==> src/rtl/ila_sample_unpacker_pkg.sv <==
// ----------------------------------------------------------------------------
// ila_sample_unpacker_pkg
//   Shared definitions for the ILA sample unpacker: controller state encoding
//   and the ceiling-division helper used to size the beat count per sample.
// ----------------------------------------------------------------------------
package ila_sample_unpacker_pkg;

    typedef enum logic [1:0] {
        ILA_UNPK_IDLE = 2'd0,
        ILA_UNPK_RUN  = 2'd1,
        ILA_UNPK_DONE = 2'd2
    } ila_unpk_state_t;

    function automatic int ceil_div(input int num, input int den);
        return (num + den - 1) / den;
    endfunction

endpackage

==> src/rtl/ila_unpack_slot.sv <==
// ----------------------------------------------------------------------------
// ila_unpack_slot
//   One-deep output register with ready pass-through. A new word may load in
//   the same cycle the held word is taken, giving full throughput.
// Ports:
//   clk_i       in   system clock
//   arst_i      in   async reset, active-low
//   clr_i       in   sync clear (drops any held word)
//   in_valid_i  in   load request (only honoured while in_ready_o)
//   in_data_i   in   word to load
//   in_ready_o  out  slot empty or being emptied this cycle
//   out_valid_o out  slot holds a word
//   out_data_o  out  held word (zero after reset/clear)
//   out_ready_i in   consumer accept
// ----------------------------------------------------------------------------
module ila_unpack_slot #(
    parameter int W = 8
) (
    input  logic         clk_i,
    input  logic         arst_i,
    input  logic         clr_i,
    input  logic         in_valid_i,
    input  logic [W-1:0] in_data_i,
    output logic         in_ready_o,
    output logic         out_valid_o,
    output logic [W-1:0] out_data_o,
    input  logic         out_ready_i
);

    logic         r_valid;
    logic [W-1:0] r_data;
    logic         w_load;

    assign in_ready_o  = ~r_valid | out_ready_i;
    assign w_load      = in_valid_i & in_ready_o;
    assign out_valid_o = r_valid;
    assign out_data_o  = r_data;

    // NOTE: sequential state uses non-blocking assignments so every register
    // samples its inputs from the same pre-edge values.
    always_ff @(posedge clk_i or negedge arst_i) begin
        if (!arst_i) begin
            r_valid <= 1'b0;
        end else if (clr_i) begin
            r_valid <= 1'b0;
        end else if (w_load) begin
            r_valid <= 1'b1;
        end else if (out_ready_i) begin
            r_valid <= 1'b0;
        end
    end

    // NOTE: the data register is reset too, because the sample outputs must
    // read zero after reset rather than stale or X contents.
    always_ff @(posedge clk_i or negedge arst_i) begin
        if (!arst_i) begin
            r_data <= '0;
        end else if (clr_i) begin
            r_data <= '0;
        end else if (w_load) begin
            r_data <= in_data_i;
        end
    end

endmodule

==> src/rtl/ila_sample_unpacker.sv <==
// ----------------------------------------------------------------------------
// ila_sample_unpacker
//   Receiving end of the ILA DMA sample stream. Collects NWORDS beats (least
//   significant first) into one sample, splits off the optional clock-counter
//   timestamp, computes the delta to the previous timestamp and counts
//   delivered samples against a total programmed at start.
// Ports:
//   clk_i          in   system clock
//   arst_i         in   async reset, active-low
//   rst_i          in   sync soft reset, active-high
//   start_i        in   arm/restart capture of n_samples_i samples
//   n_samples_i    in   total samples expected (sampled on start_i)
//   s_tdata_i      in   stream beat
//   s_tvalid_i     in   beat valid
//   s_tready_o     out  beat accept
//   sample_o       out  reassembled user signal
//   timestamp_o    out  sample timestamp (0 without clock counter)
//   delta_o        out  timestamp minus previous timestamp (0 on first)
//   sample_valid_o out  output sample valid
//   sample_ready_i in   consumer accept
//   count_o        out  samples delivered since start
//   busy_o         out  capture running
//   done_o         out  capture complete
//   pad_err_o      out  sticky: nonzero pad bits seen in a last beat
// ----------------------------------------------------------------------------
module ila_sample_unpacker
    import ila_sample_unpacker_pkg::*;
#(
    parameter int DATA_W        = 32,
    parameter int SIGNAL_W      = 40,
    parameter int CLK_COUNTER   = 0,
    parameter int CLK_COUNTER_W = 16,
    parameter int BUFFER_W      = 10
) (
    input  logic                     clk_i,
    input  logic                     arst_i,
    input  logic                     rst_i,
    input  logic                     start_i,
    input  logic [BUFFER_W-1:0]      n_samples_i,
    input  logic [DATA_W-1:0]        s_tdata_i,
    input  logic                     s_tvalid_i,
    output logic                     s_tready_o,
    output logic [SIGNAL_W-1:0]      sample_o,
    output logic [CLK_COUNTER_W-1:0] timestamp_o,
    output logic [CLK_COUNTER_W-1:0] delta_o,
    output logic                     sample_valid_o,
    input  logic                     sample_ready_i,
    output logic [BUFFER_W-1:0]      count_o,
    output logic                     busy_o,
    output logic                     done_o,
    output logic                     pad_err_o
);

    localparam int TS_OFS     = (CLK_COUNTER != 0) ? CLK_COUNTER_W : 0;
    localparam int I_SIGNAL_W = SIGNAL_W + TS_OFS;
    localparam int NWORDS     = ceil_div(I_SIGNAL_W, DATA_W);
    localparam int IDX_W      = (NWORDS > 1) ? $clog2(NWORDS) : 1;
    localparam int ASM_W      = NWORDS * DATA_W;
    localparam int SLOT_W     = SIGNAL_W + 2 * CLK_COUNTER_W;
    localparam logic [IDX_W-1:0] LAST_IDX     = IDX_W'(NWORDS - 1);
    // Every assembled bit at or above I_SIGNAL_W is padding.
    localparam logic [ASM_W-1:0] ASM_PAD_MASK = {ASM_W{1'b1}} << I_SIGNAL_W;

    ila_unpk_state_t r_state, w_state_nxt;

    logic [IDX_W-1:0]         r_idx;
    logic [BUFFER_W-1:0]      r_count;
    logic [BUFFER_W-1:0]      r_total;
    logic                     r_pad_err;
    logic                     r_first;
    logic [CLK_COUNTER_W-1:0] r_prev_ts;

    logic                     w_busy, w_done;
    logic                     w_clr;
    logic                     w_beat, w_last_word, w_load;
    logic                     w_slot_in_ready, w_slot_valid;
    logic                     w_out_hs, w_final_hs, w_all_claimed;
    logic [ASM_W-1:0]         w_full;
    logic                     w_pad;
    logic [SIGNAL_W-1:0]      w_sig;
    logic [CLK_COUNTER_W-1:0] w_ts, w_delta;
    logic [SLOT_W-1:0]        w_slot_data;

    // Soft reset and start both throw away partial assembly and the slot.
    assign w_clr = rst_i | start_i;

    // ---------------- handshakes ----------------
    assign w_beat      = s_tvalid_i & s_tready_o;
    assign w_last_word = (r_idx == LAST_IDX);
    // A last beat landing together with start_i belongs to the old capture.
    assign w_load      = w_beat & w_last_word & ~start_i;
    assign w_out_hs    = w_slot_valid & sample_ready_i;
    assign w_final_hs  = w_out_hs &
                         (({1'b0, r_count} + (BUFFER_W + 1)'(1)) == {1'b0, r_total});
    // Stop pulling beats once the held sample is the last one of the total.
    assign w_all_claimed = ({1'b0, r_count} + (BUFFER_W + 1)'(w_slot_valid))
                           == {1'b0, r_total};
    assign s_tready_o  = w_busy & w_slot_in_ready & ~w_all_claimed;

    // ---------------- assembly ----------------
    generate
        if (NWORDS > 1) begin : g_multi
            logic [(NWORDS-1)*DATA_W-1:0] r_asm;

            always_ff @(posedge clk_i or negedge arst_i) begin
                if (!arst_i) begin
                    r_asm <= '0;
                end else if (w_clr) begin
                    r_asm <= '0;
                end else if (w_beat && !w_last_word) begin
                    r_asm[DATA_W*r_idx +: DATA_W] <= s_tdata_i;
                end
            end

            // The last beat goes straight into the slot without a stop here.
            assign w_full = {s_tdata_i, r_asm};
        end else begin : g_single
            assign w_full = s_tdata_i;
        end
    endgenerate

    always_ff @(posedge clk_i or negedge arst_i) begin
        if (!arst_i) begin
            r_idx <= '0;
        end else if (w_clr) begin
            r_idx <= '0;
        end else if (w_beat) begin
            r_idx <= w_last_word ? '0 : r_idx + IDX_W'(1);
        end
    end

    assign w_pad = |(w_full & ASM_PAD_MASK);
    assign w_sig = w_full[TS_OFS +: SIGNAL_W];

    generate
        if (CLK_COUNTER != 0) begin : g_ts
            assign w_ts = w_full[CLK_COUNTER_W-1:0];
        end else begin : g_no_ts
            assign w_ts = '0;
        end
    endgenerate

    // ---------------- timestamp delta ----------------
    assign w_delta = r_first ? '0 : w_ts - r_prev_ts;

    always_ff @(posedge clk_i or negedge arst_i) begin
        if (!arst_i) begin
            r_first   <= 1'b1;
            r_prev_ts <= '0;
        end else if (w_clr) begin
            r_first   <= 1'b1;
            r_prev_ts <= '0;
        end else if (w_load) begin
            r_first   <= 1'b0;
            r_prev_ts <= w_ts;
        end
    end

    // ---------------- counters and flags ----------------
    always_ff @(posedge clk_i or negedge arst_i) begin
        if (!arst_i) begin
            r_count   <= '0;
            r_total   <= '0;
            r_pad_err <= 1'b0;
        end else if (rst_i) begin
            r_count   <= '0;
            r_total   <= '0;
            r_pad_err <= 1'b0;
        end else if (start_i) begin
            r_count   <= '0;
            r_total   <= n_samples_i;
            r_pad_err <= 1'b0;
        end else begin
            if (w_out_hs) begin
                r_count <= r_count + BUFFER_W'(1);
            end
            if (w_load && w_pad) begin
                r_pad_err <= 1'b1;
            end
        end
    end

    // ---------------- output slot ----------------
    ila_unpack_slot #(
        .W (SLOT_W)
    ) u_slot (
        .clk_i       (clk_i),
        .arst_i      (arst_i),
        .clr_i       (w_clr),
        .in_valid_i  (w_load),
        .in_data_i   ({w_sig, w_ts, w_delta}),
        .in_ready_o  (w_slot_in_ready),
        .out_valid_o (w_slot_valid),
        .out_data_o  (w_slot_data),
        .out_ready_i (sample_ready_i)
    );

    assign {sample_o, timestamp_o, delta_o} = w_slot_data;
    assign sample_valid_o = w_slot_valid;
    assign count_o        = r_count;
    assign pad_err_o      = r_pad_err;
    assign busy_o         = w_busy;
    assign done_o         = w_done;

    // ---------------- FSM ----------------
    always_ff @(posedge clk_i or negedge arst_i) begin
        if (!arst_i) begin
            r_state <= ILA_UNPK_IDLE;
        end else if (rst_i) begin
            r_state <= ILA_UNPK_IDLE;
        end else begin
            r_state <= w_state_nxt;
        end
    end

    // NOTE: every always_comb output gets a default first so no path can
    // leave it unassigned and infer a latch.
    always_comb begin
        w_state_nxt = r_state;
        if (start_i) begin
            w_state_nxt = (n_samples_i == '0) ? ILA_UNPK_DONE : ILA_UNPK_RUN;
        end else if (r_state == ILA_UNPK_RUN && w_final_hs) begin
            w_state_nxt = ILA_UNPK_DONE;
        end
    end

    always_comb begin
        w_busy = 1'b0;
        w_done = 1'b0;
        case (r_state)
            ILA_UNPK_RUN:  w_busy = 1'b1;
            ILA_UNPK_DONE: w_done = 1'b1;
            default:       ;
        endcase
    end

endmodule
==> config.mk <==
export PLATFORM = sky130hd
export DESIGN_NAME = ila_sample_unpacker
export DESIGN_NICKNAME = d
export VERILOG_FILES = /design/src/rtl/ila_sample_unpacker_pkg.sv /design/src/rtl/ila_unpack_slot.sv /design/src/rtl/ila_sample_unpacker.sv
export SDC_FILE = /design/constraint.sdc
export NUM_CORES = 1
export LEC_CHECK = 0
export BUFFER_PORTS_ARGS = -buffer_cell sky130_fd_sc_hd__buf_2
export CORE_MARGIN = 2
export CORE_UTILIZATION = 55
export CTS_BUF_LIST = sky130_fd_sc_hd__clkbuf_8
export DETAILED_ROUTE_END_ITERATION = 10
export GPL_ROUTABILITY_DRIVEN = 0
export PLACE_DENSITY = 0.91
export SLEW_MARGIN = 25
export SYNTH_ARGS = -nofsm -noshare
export SYNTH_HDL_FRONTEND = slang
export SYNTH_SLANG_ARGS = --single-unit
export TNS_END_PERCENT = 30
==> constraint.sdc <==
create_clock -name clk_i -period 3.1 [get_ports clk_i]
set_input_delay 0.155 -clock clk_i [delete_from_list [all_inputs] [get_ports clk_i]]
set_output_delay 0.155 -clock clk_i [all_outputs]
set_load 0.02 [all_outputs]
==> run summary, run 1 <==
Status = completed
Critical Path Sink Type = output pin
Ys flop type = dfrtp_1
GRT busiest layer = met2
Die height = 99.4 um
Crit-path max FO = 7
HP Class = primary input to flip-flop
Dpl cells = 656
Met3 Usage GRT = 4.78%
Routed vias/inst = 5.98
Register area = 2430 um2
CP required = 2.94 ns
Most frequent cells in the layout = buf_2, dfrtp_1, nand2_1
Hpwl dp = 7.88 mm
Syn-to-layout area delta = 13.8%
Post-synth cell types = 50
Seq/Total Area, Yosys = 48.5%
Synthesized cell area = 5010 um2
Slew margin rel. = 36.1%
Final hold vios = 0
Nets = 616
Drt wl/cell = 17.5 um
Commonest non-fill, non-tap cell in the layout = buf_2
Final Setup Violations = 0
CTS buffer count = 9
Tot Pwr = 0.00239 W
Initial Utilization = 57.1%
Yosys reg bits = 97
Worst setup SP type = flip-flop
Antenna Cells = 0
Peak supply drop = 0.242 mV
Ys async rst share = 100%
Die ar. = 9880 um2
Area leader, netlist = dfrtp_1
GR Layer Usage met2 = 37.3%
Initial DRT Pass Iterations = 5
Setup_tns = 0 ns
Layout Cells excl Fill = 678
Number of global-route vias before repair = 3,788
Worst-path clk slew = 0.11 ns
Share of cells above drive strength 1 = 24.9%
Synthesized instance count = 475
Vias = 4,055
Final wirelength = 11.9 mm
Worst setup path class = flip-flop to output pin
Largest net degree at the start of global routing = 109
IO Port Bufs = 102
Clock skew after layout = 0.0140 ns
Slew at the pin closest to its max-slew limit = 0.958 ns
Post-route ant nets = 0
Max cap viols = 0
Clock tree buffer depth = 2
DRC violations left = 0
Synth top area share = 48.5%
Total Routing Usage GR = 23.8%
Overflow after GRT = 0
Met1 GRT Util = 32.4%
EDFF count, synth = 0
Initial antenna violation count = 0
Clock sink count = 97
Max frequency = 327 MHz
Area of the multi-input gates = 2270 um2
TritonCTS clock tree = done
Die X = 99.4 um
Synth Warn # = 0
Synthesized area per cell = 10.5 um2
Layout filler cell count = 659
Area contributors post-synth = dfrtp_1, mux2i_1, a32o_1
First-pass GRT wire length = 18.9 mm
Ports = 135
H-Tree Depth = 3
Crit path DAT = 2.90 ns
Clock root buffer = clkbuf_8
Crit path time final = 3.06 ns
Power per cell area = 419 nW/um2
FP Rows = 34
Clk Latency, worst-skew pair = 0.37 ns
Core area = 8760 um2
Leak = 2.70 nW
Final period utilization = 98.6%
Iteration-0 DRC Markers = 308
Slew Limit Fails = 0
[flip-flops by register name, summed over array words and instances (netlist names)]
signal and count:
r_state 2, u_slot.out_data_o 40, pad_err_o 1, r_idx 1, u_slot.out_valid_o 1, r_total 10, count_o 10, g_multi.r_asm 32
[cell type report]
cell class                 instances  area share (%)
clock buffer                       9            2.17
clock inverter                     7            1.34
inverter                           3           0.198
multi-input combinational        340            39.8
sequential                        97            42.6
tap                              108            2.37
timing repair buffer             114            11.5
[cells by family (layout without fill, tap and decap cells)]
family,count (synthesis),count (layout),synth area share [%]
AOI/OAI and AO/OA,81,81,13.3
xor gates and xnor gates,22,22,3.85
adders and majority gates,3,3,0.750
buffers and inverters,69,133,9.10
DFF,97,97,48.5
muxes,47,47,9.40
other,1,32,0.0749
and+or+nand+nor,155,155,15.0
[cell usage after synthesis, types with 5 or more instances]
library cell  instances
a21oi_1              12
nor3_1                5
nand3_1               9
clkbuf_1             19
xor2_1                6
buf_6                 9
dfrtp_1              97
nor4_1               12
or3_1                 6
a32o_1               39
nor2_1               20
buf_4                33
mux2i_1              47
xnor2_1              16
o21ai_0              11
nand2_1              79
[final timing paths]
kind	from	end	slack [ns]	cells after the start
hold reg to reg	g_multi.r_asm[19]$_DFFE_PN0P_	u_slot.out_data_o[51]$_DFFE_PN0P_	0.50	1
setup / recovery	u_slot.out_valid_o$_DFFE_PN0P_	s_tready_o	0.04	8
min in group asynchronous	arst_i	count_o[8]$_DFFE_PN0P_	0.38	2
setup reg to reg	u_slot.out_valid_o$_DFFE_PN0P_	u_slot.out_data_o[33]$_DFFE_PN0P_	0.26	8
max in group asynchronous	arst_i	g_multi.r_asm[3]$_DFFE_PN0P_	2.06	3
hold / removal	s_tdata_i[3]	u_slot.out_data_o[67]$_DFFE_PN0P_	0.02	2
[routing by layer]
metal / vias to the layer above / wire (um) / share of wire [%]
li1: 1817 / - / -
met1: 1966 / 4690 / 40
met2: 221 / 5740 / 48
met3: 51 / 984 / 8.3
met4: 0 / 430 / 3.6
met5: - / 0 / 0
[critical path, cell delays in order (launching register included)]
cell and delay (ns):
dfrtp_2 0.48, ha_1 0.29, a21bo_1 0.24, and3_1 0.17, nor4_1 0.40, or4b_4 0.55, nor2_1 0.16, nor2_1 0.08
buf_2 0.16
[per-stage QoR]
step / utilization [%] / hold WS [ns] / worst slack [ns] / cell area [um2]
after global placement: 62.1 / 0.272 / 0.347 / 5440
after detailed placement: 62.1 / 0.277 / 0.211 / 5440
after global routing: 65.0 / 0.0171 / -0.00378 / 5700
after CTS: 64.5 / 0.00912 / 0.0602 / 5650
final: 65.0 / 0.0176 / 0.0448 / 5700
after floorplan: - / -0.141 / 0.336 / 5120
[what timing repair did]
item,CTS,global route
endpoints found under the hold margin,61,0
gates resized for setup,2,2
setup buffers,0,5
hold buffers,1,0
setup endpoints to repair,1,1
[report_power, final]
part / internal (W) / total (W) / switching [W]
registers: 0.00128 / 0.00130 / 0.0000173
clock network: 0.000325 / 0.000838 / 0.000512
logic: 0.0000834 / 0.000254 / 0.000171
total: 0.00169 / 0.00239 / 0.000700
Note: power is estimated with default switching activity, not from simulation.
==> run 2, diff against run 1 <==
--- a/config.mk
+++ b/config.mk
@@ -5,13 +5,14 @@
 export SDC_FILE = /design/constraint.sdc
 export NUM_CORES = 1
 export LEC_CHECK = 0
+export ABC_AREA = 1
 export BUFFER_PORTS_ARGS = -buffer_cell sky130_fd_sc_hd__buf_2
 export CORE_MARGIN = 2
-export CORE_UTILIZATION = 55
+export CORE_UTILIZATION = 54
 export CTS_BUF_LIST = sky130_fd_sc_hd__clkbuf_8
 export DETAILED_ROUTE_END_ITERATION = 10
 export GPL_ROUTABILITY_DRIVEN = 0
-export PLACE_DENSITY = 0.91
+export PLACE_DENSITY = 0.9
 export SLEW_MARGIN = 25
 export SYNTH_ARGS = -nofsm -noshare
 export SYNTH_HDL_FRONTEND = slang
==> run summary, run 2 <==
HP Class = primary input to flip-flop
Slew at the pin closest to its max-slew limit = 0.767 ns (-0.191 ns)
Synthesized area per cell = 8.03 um2 (-24%)
Share of cells above drive strength 1 = 19.2% (-5.7 points)
Ys flop type = dfrtp_1
Ys async rst share = 100% (unchanged)
FP Rows = 34 (unchanged)
Yosys reg bits = 97 (unchanged)
Hpwl dp = 8.56 mm (+8.6%)
H-Tree Depth = 3 (unchanged)
Syn-to-layout area delta = 13.1%
PostCTS Resize Cnt = 0 (-2)
CTS buffer count = 9 (unchanged)
EDFF count, synth = 0 (unchanged)
CP required = 3.34 ns (+0.40 ns)
Crit path DAT = 2.93 ns (+0.03 ns)
Die height = 99.5 um (about the same)
Synthesized cell area = 4920 um2 (-1.7%)
Crit-path max FO = 32 (+25)
Max cap viols = 0 (unchanged)
First-pass GRT wire length = 19.6 mm (+3.5%)
Initial antenna violation count = 0 (unchanged)
Pre-CTS setup slack = 0.476 ns (+0.266 ns)
Worst-path clk slew = 0.12 ns (about the same)
Post-Layout Inst Area = 5560 um2 (-2.4%)
Overflow after GRT = 0 (unchanged)
Clk Latency, worst-skew pair = 0.37 ns (about the same)
Dpl cells = 800 (+22%)
Slew Limit Fails = 0 (unchanged)
Ports = 135 (unchanged)
Final wirelength = 11.9 mm (+0.71%)
Status = completed
Max frequency = 372 MHz (+14%)
Clock root buffer = clkbuf_8
Placement Cell Area = 5350 um2 (-1.8%)
Commonest non-fill, non-tap cell in the layout = nand2_1
Setup ws final = 0.412 ns (+0.367 ns)
Final Setup Violations = 0 (unchanged)
Initial DRT Pass Iterations = 5 (unchanged)
Clock skew after layout = 0.0164 ns (+0.00241 ns)
Core area = 8760 um2 (unchanged)
Peak supply drop = 0.218 mV (-9.9%)
Final period utilization = 86.7% (-12 points)
RSZ-0062 raised after global routing = no
Clock sink count = 97 (unchanged)
Antenna Cells = 0 (unchanged)
Die ar. = 9890 um2 (about the same)
Synth top area share = 49.3% (+0.86 points)
Commonest cells in the netlist = nand2_1, nand3_1, dfrtp_1
Setup bufs post-CTS = 0 (unchanged)
Slew margin rel. = 48.8% (+13 points)
Hold_ws = 0.0250 ns (+0.00736 ns)
Nets = 755 (+23%)
Number of global-route vias before repair = 4,092 (+8.0%)
Area contributors post-synth = dfrtp_1, nand2_1, nand3_1
Initial Utilization = 56.1% (-1.0 points)
Setup_tns = 0 ns (unchanged)
Drt wl/cell = 14.6 um (-16%)
Power per cell area = 433 nW/um2 (+3.3%)
Worst setup path class = flip-flop to flip-flop
Vias = 4,436 (+9.4%)
Seq/Total Area, Yosys = 49.3% (+0.86 points)
Crit-path cells = ha_1 -> nand2_2 -> nor2_2 -> inv_2 -> nand2_1 -> nand3_1 -> nand2_1 -> nor2_1 -> nand3_2 -> nand3_2 -> inv_2 -> nand2_2 -> nand3_1 -> o21ai_0
Largest stage delay, worst path = 0.48 ns (-0.07 ns)
Synthesized instance count = 613 (+29%)
Largest register FFs = 40 (unchanged)
Area leader, netlist = dfrtp_1
TritonCTS clock tree = done
IO Port Bufs = 102 (unchanged)
Layout filler cell count = 761 (+15%)
Layout Cells excl Fill = 817 (+21%)
Clock tree buffer depth = 2 (unchanged)
Crit-path slowest cell = dfrtp_1
Largest net degree at the start of global routing = 81 (-26%)
Worst setup SP type = flip-flop
Synth Warn # = 0 (unchanged)
Leak = 3.15 nW (+16%)
Die X = 99.5 um (about the same)
Post-synth cell types = 32 (-36%)
Iteration-0 DRC Markers = 306 (-0.65%)
Final hold vios = 0 (unchanged)
Hold_buf cts = 1 (unchanged)
Total Routing Usage GR = 24.6% (+0.86 points)
DRC violations left = 0 (unchanged)
Most common cell in the netlist = nand2_1
Routed vias/inst = 5.43 (-9.2%)
Crit path time final = 2.69 ns (-0.367 ns)
Critical Path Sink Type = flip-flop
Most frequent cells in the layout = nand2_1, nand3_1, buf_2
Post-route ant nets = 0 (unchanged)
run 2: changes by cell type in the layout (fill, tap and decap cells not counted), moves of 13 or more:
cell,before,now
inv_1,2,48
nand2_1,79,183
mux2i_1,47,0
a32o_1,39,0
xnor2_1,15,2
nand3_1,9,118
run 2: routing by layer:
layer  vias to the layer above  GRT usage [%]  wire length, um
met1                      2067           34.1             4920
met5                         -              0                0
li1                       2118              -                -
met3                        25           4.36              879
met4                         0           8.11              272
met2                       226           39.8             5860
run 2: cells by family (layout without fill, tap and decap cells):
logic type,count (synthesis),count (layout),share of synthesized area (%)
and+or+nand+nor,344,344,30.8
AOI/OAI and AO/OA,45,45,5.09
DFF,97,97,49.3
buffers and inverters,111,176,11.8
xor gates and xnor gates,12,12,2.14
adders and majority gates,3,3,0.763
other,1,32,0.0762
run 2: stage by stage:
stage | utilization [%] | power (W)
6_report | 63.5 | 0.00241
5_1_grt | 63.5 | 0.00250
4_1_cts | 63.4 | 0.00241
3_5_place_dp | 61.0 | 0.00159
3_3_place_gp | 61.0 | 0.00158
2_1_floorplan | - | 0.00152
run 2: path summary, 6_finish.rpt:
path	from	slack, ns	depth (start not counted)	endpoint
hold / removal	s_tdata_i[13]	0.03	3	g_multi.r_asm[13]$_DFFE_PN0P_
min in group asynchronous	arst_i	0.36	2	count_o[6]$_DFFE_PN0P_
setup reg to reg	count_o[0]$_DFFE_PN0P_	0.41	14	g_multi.r_asm[16]$_DFFE_PN0P_
max in group asynchronous	arst_i	2.07	3	u_slot.out_data_o[70]$_DFFE_PN0P_
setup / recovery	count_o[0]$_DFFE_PN0P_	0.41	14	g_multi.r_asm[16]$_DFFE_PN0P_
hold reg to reg	u_slot.out_data_o[49]$_DFFE_PN0P_	0.49	2	u_slot.out_data_o[49]$_DFFE_PN0P_
run 2: worst max-delay path: cells and delay by family, from the launching register on:
kind / cells / cell delay (ns)
compound gates: 1 / 0.10
flops: 1 / 0.48
simple gates: 10 / 1.36
buf+inv: 2 / 0.37
fa+ha+maj: 1 / 0.24
run 2: cell type report:
cell class	instances	area (um2)	share of cell area, %
clock inverter	7	81.3	1.46
timing repair buffer	108	564	10.1
tap	108	135	2.43
clock buffer	9	124	2.23
sequential	97	2430	43.6
multi-input combinational	436	2040	36.6
inverter	52	195	3.51
run 2: report_power, final:
part	internal (W)	total, W	switching [W]	leakage (nW)
combinational	0.0000671	0.000263	0.000196	1.70
sequential	0.00129	0.00130	0.0000165	1.34
clock	0.000324	0.000840	0.000516	0.104
==> run 3, diff against run 2 <==
--- a/config.mk
+++ b/config.mk
@@ -8,11 +8,12 @@
 export ABC_AREA = 1
 export BUFFER_PORTS_ARGS = -buffer_cell sky130_fd_sc_hd__buf_2
 export CORE_MARGIN = 2
-export CORE_UTILIZATION = 54
+export CORE_UTILIZATION = 59
 export CTS_BUF_LIST = sky130_fd_sc_hd__clkbuf_8
 export DETAILED_ROUTE_END_ITERATION = 10
 export GPL_ROUTABILITY_DRIVEN = 0
-export PLACE_DENSITY = 0.9
+export PLACE_DENSITY = 0.95
+export RECOVER_POWER = 50
 export SLEW_MARGIN = 25
 export SYNTH_ARGS = -nofsm -noshare
 export SYNTH_HDL_FRONTEND = slang
==> constraint.sdc (replaced) <==
create_clock -name clk_i -period 3.31 [get_ports clk_i]
set_input_delay 0.1655 -clock clk_i [delete_from_list [all_inputs] [get_ports clk_i]]
set_output_delay 0.1655 -clock clk_i [all_outputs]
set_load 0.02 [all_outputs]
==> run summary, run 3 (synthesis results as in run 2) <==
Initial antenna violation count = 0 (unchanged)
Final period utilization = 83.8% (-2.9 points)
Total Routing Usage GR = 27.1% (+2.5 points)
CTS buffer count = 9 (unchanged)
Most common cell on crit path = nand2_1
Ports = 135 (unchanged)
Area of the multi-input gates = 2040 um2 (+0.12%)
Critical Path Sink Type = flip-flop
Clock root buffer = clkbuf_8
Vias = 4,517 (+1.8%)
Final Setup Violations = 0 (unchanged)
Crit-path max FO = 32 (unchanged)
Failing checks = max-capacitance violations, max-slew violations
Die X = 95.3 um (-4.2%)
Clock skew after layout = 0.0163 ns (-0.000114 ns)
Largest stage delay, worst path = 0.48 ns (about the same)
Max cap viols = 1 (+1)
Crit-path slowest cell = dfrtp_1
Power per cell area = 410 nW/um2 (-5.2%)
Hold_ws = 0.0366 ns (+0.0116 ns)
Register area = 2430 um2 (unchanged)
Die height = 95.3 um (-4.2%)
Setup_tns = 0 ns (unchanged)
Crit-path cells = ha_1 -> nand2_2 -> nor2_2 -> nand2_1 -> nand2_1 -> nand2_1 -> nand2_1 -> nor2_1 -> nand3_2 -> nand3_2 -> inv_2 -> nand2_2 -> nand3_1 -> o21ai_1
Core area = 8130 um2 (-7.2%)
Slew Limit Fails = 84 (+84)
Initial Utilization = 60.5% (+4.3 points)
Overflow after GRT = 0 (unchanged)
Number of global-route vias before repair = 4,043 (-1.2%)
Hold_buf cts = 0 (-1)
Hpwl dp = 8.72 mm (+1.9%)
Antenna Cells = 0 (unchanged)
Flop2flop setup slack = 0.54 ns (+0.12 ns)
Final hold vios = 0 (unchanged)
Die ar. = 9080 um2 (-8.1%)
DRC violations left = 0 (unchanged)
Tot Pwr = 0.00225 W (-6.4%)
First-pass GRT wire length = 19.0 mm (-3.0%)
TritonCTS clock tree = done
Worst setup SP type = flip-flop
Setup ws final = 0.536 ns (+0.125 ns)
Pre-CTS setup slack = 0.663 ns (+0.186 ns)
Syn-to-layout area delta = 11.6%
Final wirelength = 12.2 mm (+2.2%)
CP required = 3.56 ns (+0.22 ns)
Nets = 753 (-0.26%)
Largest register FFs = 40 (unchanged)
RSZ-0062 raised after global routing = no
Peak supply drop = 0.274 mV (+26%)
Clock tree buffer depth = 2 (unchanged)
Max frequency = 361 MHz (-3.1%)
FP Rows = 33 (-2.9%)
Routed vias/inst = 5.56 (+2.5%)
Leak = 2.99 nW (-4.9%)
Initial DRT Pass Iterations = 6 (+1)
Setup bufs post-CTS = 0 (unchanged)
IO Port Bufs = 102 (unchanged)
Slew margin rel. = -33.7% (-83 points)
Drt wl/cell = 15.0 um (+2.9%)
Commonest non-fill, non-tap cell in the layout = nand2_1
Post-route ant nets = 0 (unchanged)
Status = finished with violations
Slew at the pin closest to its max-slew limit = 2.01 ns (+1.24 ns)
HP Class = primary input to flip-flop
Post-layout util = 67.5% (+4.0 points)
Iteration-0 DRC Markers = 438 (+43%)
Worst-path clk slew = 0.12 ns (about the same)
Clock sink count = 97 (unchanged)
Worst setup path class = flip-flop to flip-flop
Share of cells above drive strength 1 = 14.4% (-4.8 points)
Clk Latency, worst-skew pair = 0.38 ns (about the same)
H-Tree Depth = 3 (unchanged)
PostCTS Resize Cnt = 0 (unchanged)
Crit path DAT = 3.02 ns (+0.09 ns)
Layout filler cell count = 671 (-12%)
Crit path time final = 2.77 ns (+0.0853 ns)
Largest net degree at the start of global routing = 84 (+3.7%)
Most frequent cells in the layout = nand2_1, nand3_1, dfrtp_1
run 3: power breakdown:
part / leakage, nW / internal [W] / switching [W] / total [W]
combinational: 1.55 / 0.0000585 / 0.000184 / 0.000243
sequential: 1.34 / 0.00121 / 0.0000162 / 0.00122
clock: 0.103 / 0.000306 / 0.000482 / 0.000788
run 3: layer usage:
layer | routed length [um] | track usage, % | up-vias | part of all wire [%]
met5 | 0 | 0 | - | 0
met4 | 456 | 12.0 | 0 | 3.7
met3 | 870 | 5.06 | 44 | 7.1
met2 | 6100 | 45.5 | 206 | 50
met1 | 4770 | 34.3 | 2155 | 39
li1 | - | - | 2112 | -
run 3: stage by stage:
step / cell area (um2) / instances
floorplan: 5040 / 644
global placement: 5330 / 795
detailed placement: 5330 / 795
CTS: 5530 / 811
global route: 5490 / 812
finish: 5490 / 812
run 3: cell type report:
| cell class | count | share of cell area [%] |
|---|---|---|
| flip-flops and latches | 97 | 44.2 |
| inverters | 52 | 3.55 |
| repair buffers | 106 | 9.09 |
| clock inverters | 7 | 1.39 |
| multi-input cells | 436 | 37.1 |
| clock buffers | 9 | 2.26 |
| well taps | 105 | 2.39 |
run 3: worst paths after layout:
kind | from | end | depth (start not counted)
max in group asynchronous | arst_i | r_state[1]$_DFFE_PN0P_ | 2
hold reg to reg | u_slot.out_data_o[57]$_DFFE_PN0P_ | u_slot.out_data_o[57]$_DFFE_PN0P_ | 2
min in group asynchronous | arst_i | count_o[5]$_DFFE_PN0P_ | 2
hold / removal | s_tdata_i[19] | g_multi.r_asm[19]$_DFFE_PN0P_ | 3
setup / recovery | count_o[0]$_DFFE_PN0P_ | g_multi.r_asm[26]$_DFFE_PN0P_ | 14
setup reg to reg | count_o[0]$_DFFE_PN0P_ | g_multi.r_asm[26]$_DFFE_PN0P_ | 14
run 3: worst max-delay path: cells and delay by family, from the launching register on:
kind	cells	cell delay [ns]
AOI/OAI and AO/OA	1	0.11
adders and majority gates	1	0.25
buffers and inverters	1	0.29
DFF	1	0.48
and+or+nand+nor	11	1.54
